===== config.mk =====
export PLATFORM = sky130hd
export DESIGN_NAME = flatten_streamer
export DESIGN_NICKNAME = d
export VERILOG_FILES = /design/src/rtl/flatten_streamer.sv
export SDC_FILE = /design/constraint.sdc
export NUM_CORES = 1
export LEC_CHECK = 0
export ABC_AREA = 1
export CELL_PAD_IN_SITES_DETAIL_PLACEMENT = 0
export CELL_PAD_IN_SITES_GLOBAL_PLACEMENT = 1
export CORE_MARGIN = 1.5
export CORE_UTILIZATION = 42
export DETAILED_ROUTE_END_ITERATION = 6
export GPL_ROUTABILITY_DRIVEN = 0
export PLACE_DENSITY = 0.93
export RECOVER_POWER = 50
export SETUP_SLACK_MARGIN = 0.2
export SLEW_MARGIN = 40
export SYNTH_ARGS = -nofsm -noshare
export SYNTH_HDL_FRONTEND = slang
export SYNTH_SLANG_ARGS = --single-unit

===== constraint.sdc =====
create_clock -name clk -period 8.42 [get_ports clk]
set_input_delay 2.526 -clock clk [delete_from_list [all_inputs] [get_ports clk]]
set_output_delay 2.526 -clock clk [all_outputs]
set_load 0.02 [all_outputs]

===== src/rtl/flatten_streamer.sv =====
// Reads an HWC-interleaved feature map and streams it to the FC stage in CHW order, one sample per cycle.
// The FC stage is held until sample 0 reaches dout; the frame completes once the FC reports done.
module flatten_streamer #(
  parameter int DW = 9,
  parameter int CH = 8,
  parameter int HT = 14,
  parameter int WD = 14,
  parameter int AW = 11
) (
  input  logic                 clk,
  input  logic                 rst,
  input  logic                 start,
  output logic                 buf_en,
  output logic [AW-1:0]        buf_addr,
  input  logic signed [DW-1:0] buf_data,
  output logic signed [DW-1:0] dout,
  output logic                 dout_valid,
  output logic                 fc_hold,
  input  logic                 fc_done,
  output logic                 busy,
  output logic                 done
);

  localparam int CCW = (WD > 1) ? $clog2(WD) : 1;
  localparam int RCW = (HT > 1) ? $clog2(HT) : 1;
  localparam int HCW = (CH > 1) ? $clog2(CH) : 1;

  localparam logic [CCW-1:0] C_LAST  = CCW'(WD - 1);
  localparam logic [RCW-1:0] R_LAST  = RCW'(HT - 1);
  localparam logic [HCW-1:0] CH_LAST = HCW'(CH - 1);

  typedef enum logic [2:0] {
    IDLE  = 3'd0,
    ISSUE = 3'd1,
    TAIL  = 3'd2,
    WAIT  = 3'd3,
    DONE  = 3'd4
  } state_t;

  state_t         state, state_n;
  logic [CCW-1:0] c_q, c_n;
  logic [RCW-1:0] r_q, r_n;
  logic [HCW-1:0] ch_q, ch_n;
  logic [AW-1:0]  addr_n;
  logic           last_k;
  logic           rd_pend;

  // Frame end comes from the loop counters, not from the address value.
  assign last_k = (ch_q == CH_LAST) && (r_q == R_LAST) && (c_q == C_LAST);

  assign addr_n = (AW'(r_n) * AW'(WD) + AW'(c_n)) * AW'(CH) + AW'(ch_n);

  always_ff @(posedge clk or negedge rst) begin
    if (!rst) begin
      state <= IDLE;
      c_q   <= '0;
      r_q   <= '0;
      ch_q  <= '0;
    end else begin
      state <= state_n;
      c_q   <= c_n;
      r_q   <= r_n;
      ch_q  <= ch_n;
    end
  end

  always_comb begin
    state_n = state;
    c_n     = c_q;
    r_n     = r_q;
    ch_n    = ch_q;
    case (state)
      IDLE: begin
        if (start) state_n = ISSUE;
      end
      ISSUE: begin
        if (last_k) begin
          state_n = TAIL;
          c_n     = '0;
          r_n     = '0;
          ch_n    = '0;
        end else if (c_q == C_LAST) begin
          c_n = '0;
          if (r_q == R_LAST) begin
            r_n  = '0;
            ch_n = ch_q + 1'b1;
          end else begin
            r_n = r_q + 1'b1;
          end
        end else begin
          c_n = c_q + 1'b1;
        end
      end
      TAIL:    state_n = WAIT;
      WAIT: begin
        if (fc_done) state_n = DONE;
      end
      DONE:    state_n = IDLE;
      default: state_n = IDLE;
    endcase
  end

  // Outputs are registered from the next state so they line up with the state they describe.
  always_ff @(posedge clk or negedge rst) begin
    if (!rst) begin
      buf_en     <= 1'b0;
      buf_addr   <= '0;
      rd_pend    <= 1'b0;
      dout       <= '0;
      dout_valid <= 1'b0;
      fc_hold    <= 1'b1;
      busy       <= 1'b0;
      done       <= 1'b0;
    end else begin
      buf_en     <= (state_n == ISSUE);
      buf_addr   <= (state_n == ISSUE) ? addr_n : '0;
      rd_pend    <= buf_en;
      dout_valid <= rd_pend;
      dout       <= rd_pend ? buf_data : '0;
      busy       <= (state_n != IDLE);
      done       <= (state_n == DONE);
      // FC is released exactly when sample 0 lands on dout.
      if (state_n == DONE)
        fc_hold <= 1'b1;
      else if (rd_pend)
        fc_hold <= 1'b0;
    end
  end

endmodule


==> results of run 1 <==
## power breakdown
group | total [mW] | internal, mW | switching [mW]
clock network | 0.162 | 0.0968 | 0.0652
logic | 0.530 | 0.228 | 0.303
registers | 0.292 | 0.256 | 0.0356
## metal layers
metal	share of wire [%]	up-vias	GRT usage, %
met5	0	-	0
met4	1.4	0	5.56
met3	2.7	7	3.70
met2	50	21	26.4
met1	46	665	19.0
li1	-	766	-
## cell usage after synthesis, types with 3 or more instances
cell type / number
sky130_fd_sc_hd__nand2_1: 49
sky130_fd_sc_hd__inv_1: 42
sky130_fd_sc_hd__dfrtp_1: 39
sky130_fd_sc_hd__nor2_1: 21
sky130_fd_sc_hd__ha_1: 15
sky130_fd_sc_hd__nand3_1: 12
sky130_fd_sc_hd__fa_1: 5
sky130_fd_sc_hd__nor2_4: 5
sky130_fd_sc_hd__o21ai_0: 5
sky130_fd_sc_hd__xnor2_1: 4
sky130_fd_sc_hd__a21oi_1: 3
sky130_fd_sc_hd__o21bai_1: 3
## logic make-up (layout without fill, tap and decap cells)
family,after synthesis,after routing,synth area share (%)
DFF,40,40,48.3
AOI/OAI and AO/OA,17,17,5.18
and+or+nand+nor,96,96,22.0
xor gates and xnor gates,4,4,1.69
buffers and inverters,46,89,9.04
adders and majority gates,20,20,13.9
## sequential cells by signal, indices dropped and copies added (netlist names)
name / cells
buf_addr: 11
buf_en: 1
busy: 1
c_q: 4
ch_q: 3
done: 1
dout: 9
dout_valid: 1
fc_hold: 1
r_q: 4
rd_pend: 1
state: 3
## path summary, 6_finish.rpt
kind	to	slack (ns)	depth (start not counted)
setup / recovery	fc_hold	4.48	1
hold / removal	rd_pend$_DFF_PN0_	0.38	0
setup reg to reg	buf_addr[10]$_DFF_PN0_	4.78	16
hold reg to reg	rd_pend$_DFF_PN0_	0.38	0
max in group asynchronous	buf_addr[0]$_DFF_PN0_	4.51	2
min in group asynchronous	dout[2]$_DFF_PN0_	2.27	1
## cell type report
class                           count  share of cell area [%]
Clock inverter                      2                    1.49
Timing Repair Buffer               38                    14.1
Sequential cell                    40                    38.5
Inverter                           43                    6.20
Tap cell                           67                    3.22
Multi-Input combinational cell    137                    33.3
Clock buffer                        6                    3.17
## through the flow
step,power (mW),instances
final,0.984,333
after global placement,0.825,324
after detailed placement,0.841,325
after floorplan,0.692,223
after CTS,1.01,333
after global routing,1.08,333
==> flow_results.org, run 1 <==
** Clocking
- Clock H-tree levels :: 2
- The clock reaches the later pin of the worst-skew pair after 0.30 ns.
- CTS tree :: built
- Resized Gates After CTS :: 0
- Buffer depth of the longest clock path :: 2
- Clock sinks :: 40
- Count of hold buffers inserted by post-cts repair :: 0
- In this run the clock root is driven by a sky130_fd_sc_hd__clkbuf_8.
- Number of clock buffers inserted by TritonCTS :: 5
- Number of buffers added for setup after CTS :: 0
- After clock tree synthesis, the clock-pin slew on the worst setup and hold paths is 0.08 ns.

** Timing
- Setup repair after global routing missed its margin :: no
- Hold slack final :: 0.384 ns
- Accumulated negative setup slack :: 0 ns
- The total count of hold-check failures in the final report is 0.
- Setup slack of the critical path after layout :: 4.48 ns
- Final-report max-slew violation count :: 0
- Setup violations remaining at the end of the flow were counted as 0.
- Subtracting the final worst setup slack from the clock period gives 3.94 ns.
- Derived from the worst setup path, the maximum achievable clock frequency is 254 MHz.
- The final critical path takes up 46.8% of the cycle.
- Transition time at the pin with the least slew margin :: 1.30 ns
- Slew headroom :: 13.2%
- For the final database, setup skew stands at 0.00884 ns.

** Logic synthesis
- For this run, the number of Yosys warnings is 0.
- The synthesized design devotes to its leading area cell type 47.0% of total area.
- Summing the sequential cell areas from Yosys gives 48.3% of the chip area.
- Async set or reset register ratio after synthesis :: 100%
- After synthesis the cells add up to 2080 sq um.
- Counting flops with a built-in enable in the synthesized netlist gives 0.
- Number of synthesized register bits :: 40
- Post-Synthesis Mean Instance Area :: 9.31 sq um
- The number of nets in the synthesized netlist is 256.
- Instance count of the mapped netlist :: 223
- The number of different library cells used by synthesis comes to 28.
- Leading post-synthesis cells by cell area :: sky130_fd_sc_hd__dfrtp_1 47%, sky130_fd_sc_hd__ha_1 9.0%, sky130_fd_sc_hd__nand2_1 8.9%
- For this run, the leading register cell type out of synthesis is sky130_fd_sc_hd__dfrtp_1.
- Of all cell types, the one taking the most synthesized area is sky130_fd_sc_hd__dfrtp_1.

** Layout
- 0 antenna diodes ended up in the layout.
- Register cell area after layout :: 1000 sq um
- Leading cell type in the layout, fill and taps excluded :: sky130_fd_sc_hd__nand2_1
- FILL cells :: 441
- The post-route netlist has 7.89% of its cells at a drive strength greater than 1.
- The library cells used most frequently in the layout, excluding fill and tap cells, are 49 x sky130_fd_sc_hd__nand2_1, 42 x sky130_fd_sc_hd__inv_1, 39 x sky130_fd_sc_hd__dfrtp_1, 36 x sky130_fd_sc_hd__clkdlybuf4s50_1, 22 x sky130_fd_sc_hd__nor2_1.
- The finished cells cover 2600 sq um.
- Area added between synthesis and finish :: 25.4%
- End-of-flow core utilization :: 54.8%
- Multi-input gate area in the final layout :: 867 sq um
- For this run, the post-layout net count is 298.

** Critical path
- Number of buffer and inverter instances along the worst setup path :: 1
- Launch point of the worst path :: fc_hold$_DFFE_PN1P_
- The worst setup path is launched from a flop.
- Crit path required time :: 5.89 ns
- CP Class :: flop to output port
- Cell with the largest stage delay on the worst path :: sky130_fd_sc_hd__clkdlybuf4s50_1
- The worst setup path is captured at an output port.
- For this run, the slowest stage of the critical path takes 0.59 ns.
- The signal on the critical path passes through clkdlybuf4s50_1.
- In this run the critical register-to-register path is launched from state[1]$_DFF_PN0_.
- Data on the critical path arrives at its endpoint at 1.41 ns.
- Along the worst path, the maximum fanout reaches 2.
- The kind of cell with the highest combined delay along the critical path is buffers and inverters.

** Place
- Before CTS, the worst setup slack after placement is 4.70 ns.
- Placed Area :: 2530 sq um
- In this run the tool buffered the top-level ports with 37 buffer cells.
- Detailed placement finished with a half-perimeter wire length of 2910 um.

** Power and ir drop
- Total leakage power :: 1.35 nW
- Cell area power density :: 378 nW/um^2
- Highest ir drop seen on vdd :: 0.000195 V

** Route
- The routed design has 3660 um of wire.
- Detailed-route wire length per cell :: 11.0 um
- In the routed layout, each cell is associated on average with a via count of 4.38.
- The detail route stage leaves a number of antenna-violating nets equal to 0.
- Initial DRC Count :: 18
- Across all layers, the routed design uses 1459 vias.
- The pre-antenna-repair detailed-routing pass consisted of 5 iterations.
- After detailed routing, the number of remaining DRC violations is 0.

** Die
- DIE AREA :: 5380 sq um
- Floorplan die width :: 73.3 um
- The floorplan has 25 rows.
- The floorplan step set the die height to 73.3 um.
- For this configuration, the core starts out at a cell density of 43.7%.
- 38 I/O pins were placed.
- The core region is 4750 sq um.

** Outcome
- The run finished with clean final reports.

** GRT
- Entering global routing, the biggest net connects 26 pins.
- Across every metal layer, demand over resource in global routing totals 15.4%.
- The via count of the first global-routing pass is 1457.
- First-pass GRT wire length :: 6240 um
- Initial antenna violation count :: 0
- Remaining Overflow, GRT :: 0

** Flow run
- Max-cap violations in this run came to 0.

** Min path
- Hold path startpoint :: buf_en$_DFF_PN0_
- The worst hold path belongs to the class flop to flop.
(Power assumes the default switching activity.)
==> run 2, diff against run 1 <==
CORE_UTILIZATION = 39   (was 42)
PLACE_DENSITY = 0.87   (was 0.93)
clock period = 3.75 ns   (was 8.42 ns; I/O delays follow)
==> run 2 against run 1 <==
Against the previous run:
- the run now ends with max-capacitance violations, max-slew violations left
- clock skew fell by 0.0047 ns
- cell count is 0.90% higher
- wire length is 0.52% lower
- power up 120%
- cell area is 0.77% higher
- flip-flop and latch count stayed put
- sequential power increased by 130%
- utilization shrank 3.4 points
- die area is 7.4% higher
- critical endpoint is now buf_addr[10]$_DFF_PN0_
- largest power group unchanged
==> flow_results.org, run 2 (synthesis results as in run 1) <==
** GRT
- The overall routing resource usage came to 14.8% (-0.66 points).
- The largest net degree at the start of global routing was 41 (+58%).
- First-pass GRT wire length :: 6790 um (+8.7%)
- Met1 routing resource usage after global routing :: 17.9% (-1.1 points)
- The met3 usage in global routing came to 3.83% (+0.13 points).
- The routing usage on met2 was 25.1% (-1.2 points).
- The overall overflow remaining after global route came to 0 (unchanged).
- The via count of the first global-routing pass came to 1519 (+4.3%).
- The initial antenna violation count was 0 (unchanged).
- The layer flagged by global routing as most heavily used is met2.

** Power and ir drop
- The overall power is 2.21 mW (+120%).
- The maximum VDD drop was 0.000441 V (+130%).
- Total leakage power :: 1.36 nW (+0.16%)
- Cell area power density :: 841 nW/um^2 (+120%)

** Clocking
- Skew-Pair Late Insertion Delay :: 0.29 ns (about the same)
- Clock sinks :: 40 (unchanged)
- In this run the clock root is driven by a sky130_fd_sc_hd__clkbuf_8.
- The maximum buffer depth of the clock tree came to 2 (unchanged).
- Clock H-tree levels :: 2 (unchanged)
- Number of clock buffers inserted by TritonCTS :: 5 (unchanged)
- The hold buffer count at CTS was 0 (unchanged).
- Clock edge transition at the registers on the reported setup and hold paths :: 0.07 ns (about the same)
- CTS tree :: built

** Route
- The final antenna-violating net count is 0 (unchanged).
- The routed wirelength normalized by instance count was 10.8 um (-1.4%).
- Detailed-route DRC error count :: 0 (unchanged)
- Routed vias :: 1490 (+2.1%)
- The number of search-and-repair iterations in the first detailed-routing pass was 4 (-1).
- Initial DRC Count :: 66 (+48)
- The total detailed-routing wirelength was 3640 um (-0.52%).
- The average via count per standard cell is 4.43 (+1.2%).

** Die
- DIE AREA :: 5770 sq um (+7.4%)
- The area of the core region is 5110 sq um (+7.4%).
- The initial standard-cell utilization of the core is 40.7% (-3.0 points).
- Floorplan die width :: 76.0 um (+3.6%)
- Die Height :: 76.0 um (+3.6%)
- # IOs :: 38 (unchanged)
- Total number of placement rows :: 26 (+4.0%)

** Timing
- Setup repair after global routing missed its margin :: no
- The smallest clock period supported by the final layout is computed as 3.24 ns.
- Highest Clock Rate :: 308 MHz
- Transition time at the pin with the least slew margin :: 2.03 ns (+0.725 ns)
- Clock skew :: 0.00410 ns (-0.00474 ns)
- The count of pins over their slew limit was 41 (+41).
- Slew headroom :: -35.1% (-48 points)
- Accumulated negative setup slack :: 0 ns (unchanged)
- Count of final hold-check violations :: 0 (unchanged)
- Share of the clock period used by the worst path after layout :: 86.5%
- The total of endpoints with negative setup slack in the final report was 0 (unchanged).

** Layout
- Fraction of final layout cells sized beyond drive strength 1 :: 9.40% (+1.5 points)
- Commonest non-fill, non-tap cells in the layout :: 48 x sky130_fd_sc_hd__nand2_1, 42 x sky130_fd_sc_hd__inv_1, 39 x sky130_fd_sc_hd__dfrtp_1, 29 x sky130_fd_sc_hd__clkdlybuf4s50_1, 21 x sky130_fd_sc_hd__nor2_1
- Compared with the post-synthesis result, the final layout area differs by 26.3%.
- The library cell used most frequently in the layout, excluding fill and tap cells, is sky130_fd_sc_hd__nand2_1.
- Reg with most FFs :: buf_addr
- The largest registers in the layout are buf_addr x11, dout x9.
- The flip-flop count of the largest register after layout came to 11 (unchanged).
- Final antenna diode count :: 0 (unchanged)
- Final #Nets :: 298 (unchanged)

** Outcome
- The run finished, with violations left.
- The checks that failed: max-capacitance violations, max-slew violations.

** Place
- Port Buffer Count :: 37 (unchanged)
- Detailed Place HPWL :: 2880 um (-1.0%)

** Critical path
- The longest individual stage delay on the worst path came to 0.55 ns (-0.04 ns).
- The required time of the critical path was 3.98 ns (-1.91 ns).
- The signal arrival time at the worst endpoint was 3.47 ns (+2.06 ns).
- By instance count, the cell type seen most on the critical path is sky130_fd_sc_hd__inv_1.
- The slowest stage of the critical path belongs to the cell sky130_fd_sc_hd__fa_1.
- CP Class :: flop to flop
- The cell family contributing the most delay on the critical path is adder cells.
- Critical Path Stages :: 17 (+16)
- Number of buffer and inverter instances along the worst setup path :: 4 (+3)
- Largest fanout of any net on the critical path :: 7 (+5)
- Walking the worst path, the cells encountered are inv_1, ha_1, nand3_4, nor2_4, inv_1, o21ai_1, nand2_2, fa_1, inv_1, ha_1, fa_1, nand2_1, nor2_1, nand3_1, nand2_1, inv_1, nor2_1.
- Launch point of the worst path :: c_q[1]$_DFF_PN0_
- The worst reg2reg path depth came to 17 (+1).
- The critical path ends at buf_addr[10]$_DFF_PN0_.
- Endpoint of the worst register-to-register path :: buf_addr[10]$_DFF_PN0_
- The worst setup path is captured at a flop.
- Register-to-Register Setup Slack :: 0.51 ns (-4.27 ns)
- The startpoint identified for the worst register-to-register timing path is c_q[1]$_DFF_PN0_.
- The worst setup path is launched from a flop.

** Flow run
- Number of max-cap violations :: 1 (+1)

** Min path
- Worst hold path type :: flop to flop
==> run 2: cell count changes in the layout (fill, tap and decap cells not counted), sizes merged <==
cell / delta
clkbuf: -1
buf: +1
clkdlybuf4s50: -7
dlygate4sd3: +7
==> run 2: how the worst min path moves through the flow <==
stage,endpoint,cells past startpoint,start
6_report,rd_pend$_DFF_PN0_,0,buf_en$_DFF_PN0_
5_1_grt,rd_pend$_DFF_PN0_,0,buf_en$_DFF_PN0_
4_1_cts,rd_pend$_DFF_PN0_,0,buf_en$_DFF_PN0_
3_5_place_dp,rd_pend$_DFF_PN0_,0,buf_en$_DFF_PN0_
3_3_place_gp,rd_pend$_DFF_PN0_,0,buf_en$_DFF_PN0_
2_1_floorplan,dout_valid$_DFF_PN0_,0,rd_pend$_DFF_PN0_
==> run 2: through the flow <==
step	setup slack, ns	std cells	area [sq um]	hold WS (ns)	util, %
floorplan	0.688	223	2080	0.352	-
global placement	0.503	328	2510	0.357	49.2
detailed placement	0.369	328	2510	0.360	49.2
CTS	0.344	336	2620	0.378	51.3
global route	0.230	336	2620	0.396	51.4
finish	0.508	336	2620	0.375	51.4
==> run 2: routing by layer <==
layer	vias to the layer above	routed length, um
met5	-	0
met1	683	1670
met2	28	1760
li1	770	-
met4	0	76
met3	9	131
==> run 2: worst reg2reg max path, cell delays in order, from the launching register on <==
cell                      delay (ns)
sky130_fd_sc_hd__dfrtp_1        0.41
sky130_fd_sc_hd__inv_1          0.08
sky130_fd_sc_hd__ha_1           0.18
sky130_fd_sc_hd__nand3_4        0.11
sky130_fd_sc_hd__nor2_4         0.19
sky130_fd_sc_hd__inv_1          0.08
sky130_fd_sc_hd__o21ai_1        0.16
sky130_fd_sc_hd__nand2_2        0.13
sky130_fd_sc_hd__fa_1           0.51
sky130_fd_sc_hd__inv_1          0.04
sky130_fd_sc_hd__ha_1           0.21
sky130_fd_sc_hd__fa_1           0.55
sky130_fd_sc_hd__nand2_1        0.10
sky130_fd_sc_hd__nor2_1         0.14
sky130_fd_sc_hd__nand3_1        0.10
sky130_fd_sc_hd__nand2_1        0.07
sky130_fd_sc_hd__inv_1          0.04
sky130_fd_sc_hd__nor2_1         0.09
==> run 2: what timing repair did <==
action | 4_1_cts | 5_1_grt
buffers inserted | 0 | 0
setup endpoints to repair | 0 | 2
gates resized for setup | 0 | 4
==> run 2: area by class of cell <==
type | instances | area (sq um)
sequential | 40 | 1000
timing repair buffer | 38 | 372
clock inverter | 2 | 35.0
multi-input combinational | 137 | 893
fill | 488 | 2480
clock buffer | 6 | 72.6
inverter | 43 | 161
tap | 70 | 87.6
==> run 2: power breakdown <==
part / switching (mW) / internal (mW)
Combinational: 0.685 / 0.522
Sequential: 0.0832 / 0.575
Clock: 0.144 / 0.197
